<file path="src/rtl/delay_line_prog.sv">
`default_nettype none
// ============================================================================
// Module      : delay_line_prog
// Description : Runtime-programmable delay line. Delays a WIDTH-bit word and
//               its valid qualifier by 0..MAX_DELAY enabled clock cycles.
//               Supports a stall enable, a synchronous flush and a
//               combinational out-of-range indication on the delay select.
// Revision    : 1.0 - initial release
// ============================================================================
module delay_line_prog #(
    parameter int               WIDTH     = 8,
    parameter int               MAX_DELAY = 16,
    parameter logic [WIDTH-1:0] RESET_VAL = '0
) (
    input  logic                               clk,
    input  logic                               rst_n,
    input  logic                               en,
    input  logic                               flush,
    input  logic [$clog2(MAX_DELAY+1)-1:0]     delay_sel,
    input  logic [WIDTH-1:0]                   data_in,
    input  logic                               valid_in,
    output logic [WIDTH-1:0]                   data_out,
    output logic                               valid_out,
    output logic                               sel_err
);

    localparam int c_sw = $clog2(MAX_DELAY + 1);
    localparam logic [c_sw-1:0] c_max = c_sw'(MAX_DELAY);

    // Stage k holds the input sampled k enabled cycles ago.
    logic [WIDTH-1:0] r_data  [1:MAX_DELAY];
    logic             r_valid [1:MAX_DELAY];

    logic [c_sw-1:0]  w_d;
    logic             w_sel_err;

    // Shift register: async reset and sync flush load the idle value,
    // otherwise shift one place per enabled edge and hold when stalled.
    always_ff @(posedge clk or negedge rst_n) begin
        if (!rst_n) begin
            for (int k = 1; k <= MAX_DELAY; k++) begin
                r_data[k]  <= RESET_VAL;
                r_valid[k] <= 1'b0;
            end
        end else if (flush) begin
            for (int k = 1; k <= MAX_DELAY; k++) begin
                r_data[k]  <= RESET_VAL;
                r_valid[k] <= 1'b0;
            end
        end else if (en) begin
            r_data[1]  <= data_in;
            r_valid[1] <= valid_in;
            for (int k = 2; k <= MAX_DELAY; k++) begin
                r_data[k]  <= r_data[k-1];
                r_valid[k] <= r_valid[k-1];
            end
        end
    end

    // Out-of-range selects are clamped to the deepest stage.
    always_comb begin
        w_sel_err = (delay_sel > c_max);
        w_d       = w_sel_err ? c_max : delay_sel;
    end

    // Output tap: zero delay bypasses the stages entirely, otherwise pick S[d].
    always_comb begin
        data_out  = data_in;
        valid_out = valid_in;
        for (int k = 1; k <= MAX_DELAY; k++) begin
            if (w_d == c_sw'(k)) begin
                data_out  = r_data[k];
                valid_out = r_valid[k];
            end
        end
    end

    assign sel_err = w_sel_err;

endmodule
`default_nettype wire

</file>
<file path="config.mk">
export PLATFORM = sky130hd
export DESIGN_NAME = delay_line_prog
export DESIGN_NICKNAME = d
export VERILOG_FILES = /design/src/rtl/delay_line_prog.sv
export SDC_FILE = /design/constraint.sdc
export NUM_CORES = 1
export LEC_CHECK = 0
export BUFFER_PORTS_ARGS = -buffer_cell sky130_fd_sc_hd__clkbuf_2
export CELL_PAD_IN_SITES_DETAIL_PLACEMENT = 0
export CELL_PAD_IN_SITES_GLOBAL_PLACEMENT = 2
export CORE_UTILIZATION = 41
export CTS_BUF_LIST = sky130_fd_sc_hd__clkbuf_4 sky130_fd_sc_hd__clkbuf_8 sky130_fd_sc_hd__clkbuf_16
export CTS_CLUSTER_SIZE = 16
export DETAILED_ROUTE_END_ITERATION = 8
export HOLD_SLACK_MARGIN = 0.03
export PLACE_DENSITY_LB_ADDON = 0.1
export SYNTH_ARGS = -nofsm -noshare
export SYNTH_HDL_FRONTEND = slang
export SYNTH_SLANG_ARGS = --single-unit
</file>
<file path="constraint.sdc">
create_clock -name clk -period 2.68 [get_ports clk]
set_input_delay 0.536 -clock clk [delete_from_list [all_inputs] [get_ports clk]]
set_output_delay 0.536 -clock clk [all_outputs]
set_load 0.01 [all_outputs]
</file>
## Word-level counts from Yosys, hierarchy flattened

Index checks and enable logic that the tools add are counted.

| storage, ports and cells | value |
|---|---|
| register bits after elaboration | 144 |
| input bits | 18 |
| output and inout bits | 10 |
| logic and storage cells | 87 |

| operators by class | value |
|---|---|
| order comparisons | 1 |
| eq/ne operators | 16 |
| mux-type cells | 37 |
| reductions and logical operators | 1 |

Operators with widths:

| operator | number |
|---|---|
| $mux 128 | 2 |
| $mux 8 | 16 |
| $eq 5x4->1 const B | 8 |
| $mux 16 | 2 |
| $eq 5x3->1 const B | 4 |
| $mux 1 | 16 |
| $eq 5x2->1 const B | 2 |
| $eq 5x1->1 const B | 1 |
| $eq 5x5->1 const B | 1 |
| $gt 5x5->1 const B | 1 |
| $mux 5 | 1 |
| $reduce_bool 2->1 | 1 |

## Depth between registers and ports, before layout

| depth | value |
|---|---|
| depth in word-level cells | 19 |
| mapped depth | 8 |
| gate-level depth less buffers | 5 |

## Worst setup path before layout

OpenSTA, ideal clock, no wires.

| timing | value |
|---|---|
| path type | input to output |
| start point | input delay_sel[2] |
| end point | output data_out[0] |
| arrival | 1.867 ns |
| data required time | 2.144 ns |
| setup slack | 0.277 ns |
| stages | 7 |
| buffers on the path | 2 |
| path through | buf_6 buf_4 nor3_2 a221oi_1 o22ai_1 a211oi_1 a2111oi_2 |

| between the ends | value |
|---|---|
| cells in the longest elaborated chain, start to end | 19 |
| elaborated cells on any way between the ends | 34 |
| classes of those cells | 1 x order compare; 16 x eq/ne; 17 x mux |

RTL lines:

| item | RTL line | source |
|---|---|---|
| start, declared | 19 | `input logic [$clog2(MAX_DELAY+1)-1:0] delay_sel,` |
| $gt 5x5->1 | 62 | `w_sel_err = (delay_sel > c_max);` |
| $mux 5 (*) | 63 | `w_d = w_sel_err ? c_max : delay_sel;` |
| $eq 5x1->1 | 71 | `if (w_d == c_sw'(k)) begin` |
| $mux 8 (15 in a row) | 71 |  |
| $mux 8 (*) | 71 |  |
| end, declared | 22 | `output logic [WIDTH-1:0] data_out,` |

Every way passes the cells marked *; elsewhere a longest branch is shown, timed or not.

## Worst setup path in the final report

| timing | value |
|---|---|
| start point | input delay_sel[3] |
| end point | output data_out[5] |

Same word-level chain as after synthesis.

==> summary.md <==
| Metric | Value |
|---|---|
| Status | finished, violations left |
| Failing checks | negative setup slack |
| CORE AREA | about 19000 µm² |
| EDFF count, synth | 0 |
| Crit end category | output port |
| Setup TNS | -0.0541 ns |
| Cell Rows | 50 |
| Placed instance count | about 1100 |
| Count leader, synth | nor2_1 |
| CP peak stage delay | about 0.25 ns |
| Crit-path slowest cell | or2b_1 |
| Routed WL | 23300 µm |
| Fin crit share | 1.01 |
| Worst VDD drop | around 0.40 mV |
| FF-to-FF setup slack | 1.85 ns |
| Critical path startpoint | delay_sel[3] |
| Crit path capture | data_out[5] |
| Clock skew | between 0.006 and 0.007 ns |
| I/O Buffers | 27 |
| Reg2reg path depth | 2 |
| Root Driver | clkbuf_16 |
| Finished Cell Area | 10200 µm² |
| Slew at the pin with the worst max-slew slack | around 0.48 ns |
| R2R Path Start | r_data[92] |
| Grt total ovfl | 0 |
| Initial DRC Count | around 460 |
| CP Class | input port to output port |
| Final worst setup slack | -0.0314 ns |
| Syn Nets | between 800 and 900 |
| Share of cells above drive strength 1 | 0.274 |
| CP dominant cell by count | buf_4 |
| Multi-input logic area | ~4200 µm² |
| Storage element area | 3600 µm² |
| Syn-to-layout area delta | 28.7% |
| Initial core utilization | 0.420 |
| Detail Route Antenna Nets | 0 |
| Largest net degree at the start of global routing | 63 |
| Yosys warns | 0 |
| Max Fclk | 0.369 GHz |
| Util after Layout | 0.540 |
| Pre-CTS setup slack | -0.314 ns |
| Vias | 6487 |
| Buf/Inv on CP | 4 |
| Seq/Total Area, Yosys | 0.456 |
| Hold crit path type | input port to asynchronous set/reset pin |
| TritonCTS clock tree | done |
| Final setup viols | 4 |
| Top-area cell type share of the netlist area | 0.456 |
| Initial antenna violation count | 0 |
| Async set-reset flop share out of synthesis | 1.00 |
| Critical path's top delay family | buffers and inverters |
| Pre-antenna DRT Iters | 5 |
| DP Area | 8950 µm² |
| R2r endpoint | r_data[92] |
| Synth cell count leaders | nor2_1, mux2i_1, dfrtp_1 |
| Crit path cell chain | clkbuf_8 -> buf_4 -> or2b_1 -> nor3_2 -> buf_4 -> a32o_1 -> a2111oi_4 -> a21oi_2 -> clkbuf_2 |
| Critical path depth | 9 |
| H-tree depth | 4 |
| Final std cells w/o fill | about 1200 |
| Leakage | between 4 and 5 nW |
| First-pass GRT wire length | ~37000 µm |
| Vias in the first global route | 6500 |
| CTS clock-pin slew for the worst setup and hold paths | about 0.060 ns |
| Mapped Area | approximately 8000 µm² |
| Clock Tree Buf Depth | 2 |
| Fillers | between 1500 and 2000 |
| CTS Hold Bufs | 0 |
| Clk_lat worst skew | about 0.42 ns |
| Final Hold Slack | 0.0372 ns |
| Sink Count | roughly 140 |
| DP HPWL | between 15000 and 20000 µm |
| Synth area leader | dfrtp_1 |
| Die Ht | between 100 and 150 µm |
| Die ar. | approximately 20000 µm² |
| Total Power | 5.33 mW |
| Seq cells post-synth | ~140 |
| N_diodes | 0 |
| Netlist cell types | slightly above 60 |
| Syn Area/Cell | about 9.9 µm² |
| Routability Congestion | around 0.89 |
| DRC violations left | 0 |
| RSZ-0062 raised after global routing | yes |
| Max-Cap Viols | 0 |
| Min Tclk post-route | approximately 2.7 ns |
| Count of final hold-check violations | 0 |
| Total track usage | 0.246 |
| Fin nets | 911 |
| Main synth FF type | dfrtp_1 |
| Total CTS buffers | 17 |
| Die Wd | around 140 µm |
| Slew Viols, Final | 0 |
| Pwr/cell area | ~520 nW/µm² |
| Synth Instances | 795 |
| Critical Path RT | roughly 2.1 ns |
| WP data arrival | 2.18 ns |
| Relative slew slack | 0.681 |
| Crit start category | input port |
| Ports | 28 |
| Area contributors post-synth | dfrtp_1, mux2i_1, nor2_1 |
| Vias/cell | 5.56 |
| CP Max Fanout | 10 |
| WL/cell | roughly 20 µm |
## routing by layer
| metal | routed length [µm] | vias up | track usage |
|---|---|---|---|
| met1 | 10800 | 3258 | 0.338 |
| li1 | - | 3039 | - |
| met3 | 1150 | 26 | 0.0496 |
| met2 | 11100 | 164 | 0.392 |
| met4 | 340 | 0 | 0.0715 |
| met5 | 0 | - | 0 |
## how the worst min path moves through the flow
stage / end / slack [ns] / cells after the start
floorplan: r_data[0] / 0.24 / 0
global placement: r_data[8] / 0.49 / 1
detailed placement: r_data[8] / 0.51 / 1
CTS: r_data[8] / 0.05 / 1
global route: r_data[16] / 0.06 / 1
finish: r_data[8] / 0.04 / 1
## cell usage in the layout (no fill, tap or decap), types with 6 or more instances in the layout
cell	count
a21oi_1	32
and2_1	8
o21ai_1	8
a2bb2oi_1	6
buf_6	10
nor2b_1	9
buf_12	15
buf_4	86
o22ai_1	12
clkbuf_16	21
a221oi_1	8
nor3_1	8
nor2_1	168
dfrtp_1	144
nand2b_1	10
o21ai_0	16
nand2_1	18
mux2i_1	161
a21oi_2	12
clkbuf_2	15
## what timing repair did
item                       4_1_cts  5_1_grt
setup endpoints to repair        9        9
resized for setup               65       30
pin swaps                       25       22
buffers inserted                 5       11
cloned                           3        2
## sequential cells by signal (all words and copies together) (netlist names)
signal	cells
r_data	128
r_valid	16
## area by class of cell
class	count	share of cell area
clock buffer	18	0.0425
clock inverter	14	0.0141
inverter	8	0.00320
multi-input combinational	580	0.415
sequential	144	0.354
tap	260	0.0320
timing repair buffer	142	0.139
## where the power goes
group | switching (mW) | total (mW) | leakage [nW] | internal (mW)
clock | 0.965 | 2.34 | 0.271 | 1.38
combinational | 0.426 | 0.783 | 2.59 | 0.357
sequential | 0.0133 | 2.20 | 2.00 | 2.19
## cell families after synthesis
family | synth area share
compound gates | 0.134
buf+inv | 0.0440
flops | 0.456
mux | 0.217
simple gates | 0.150
Power figures use the tool's default switching activity.
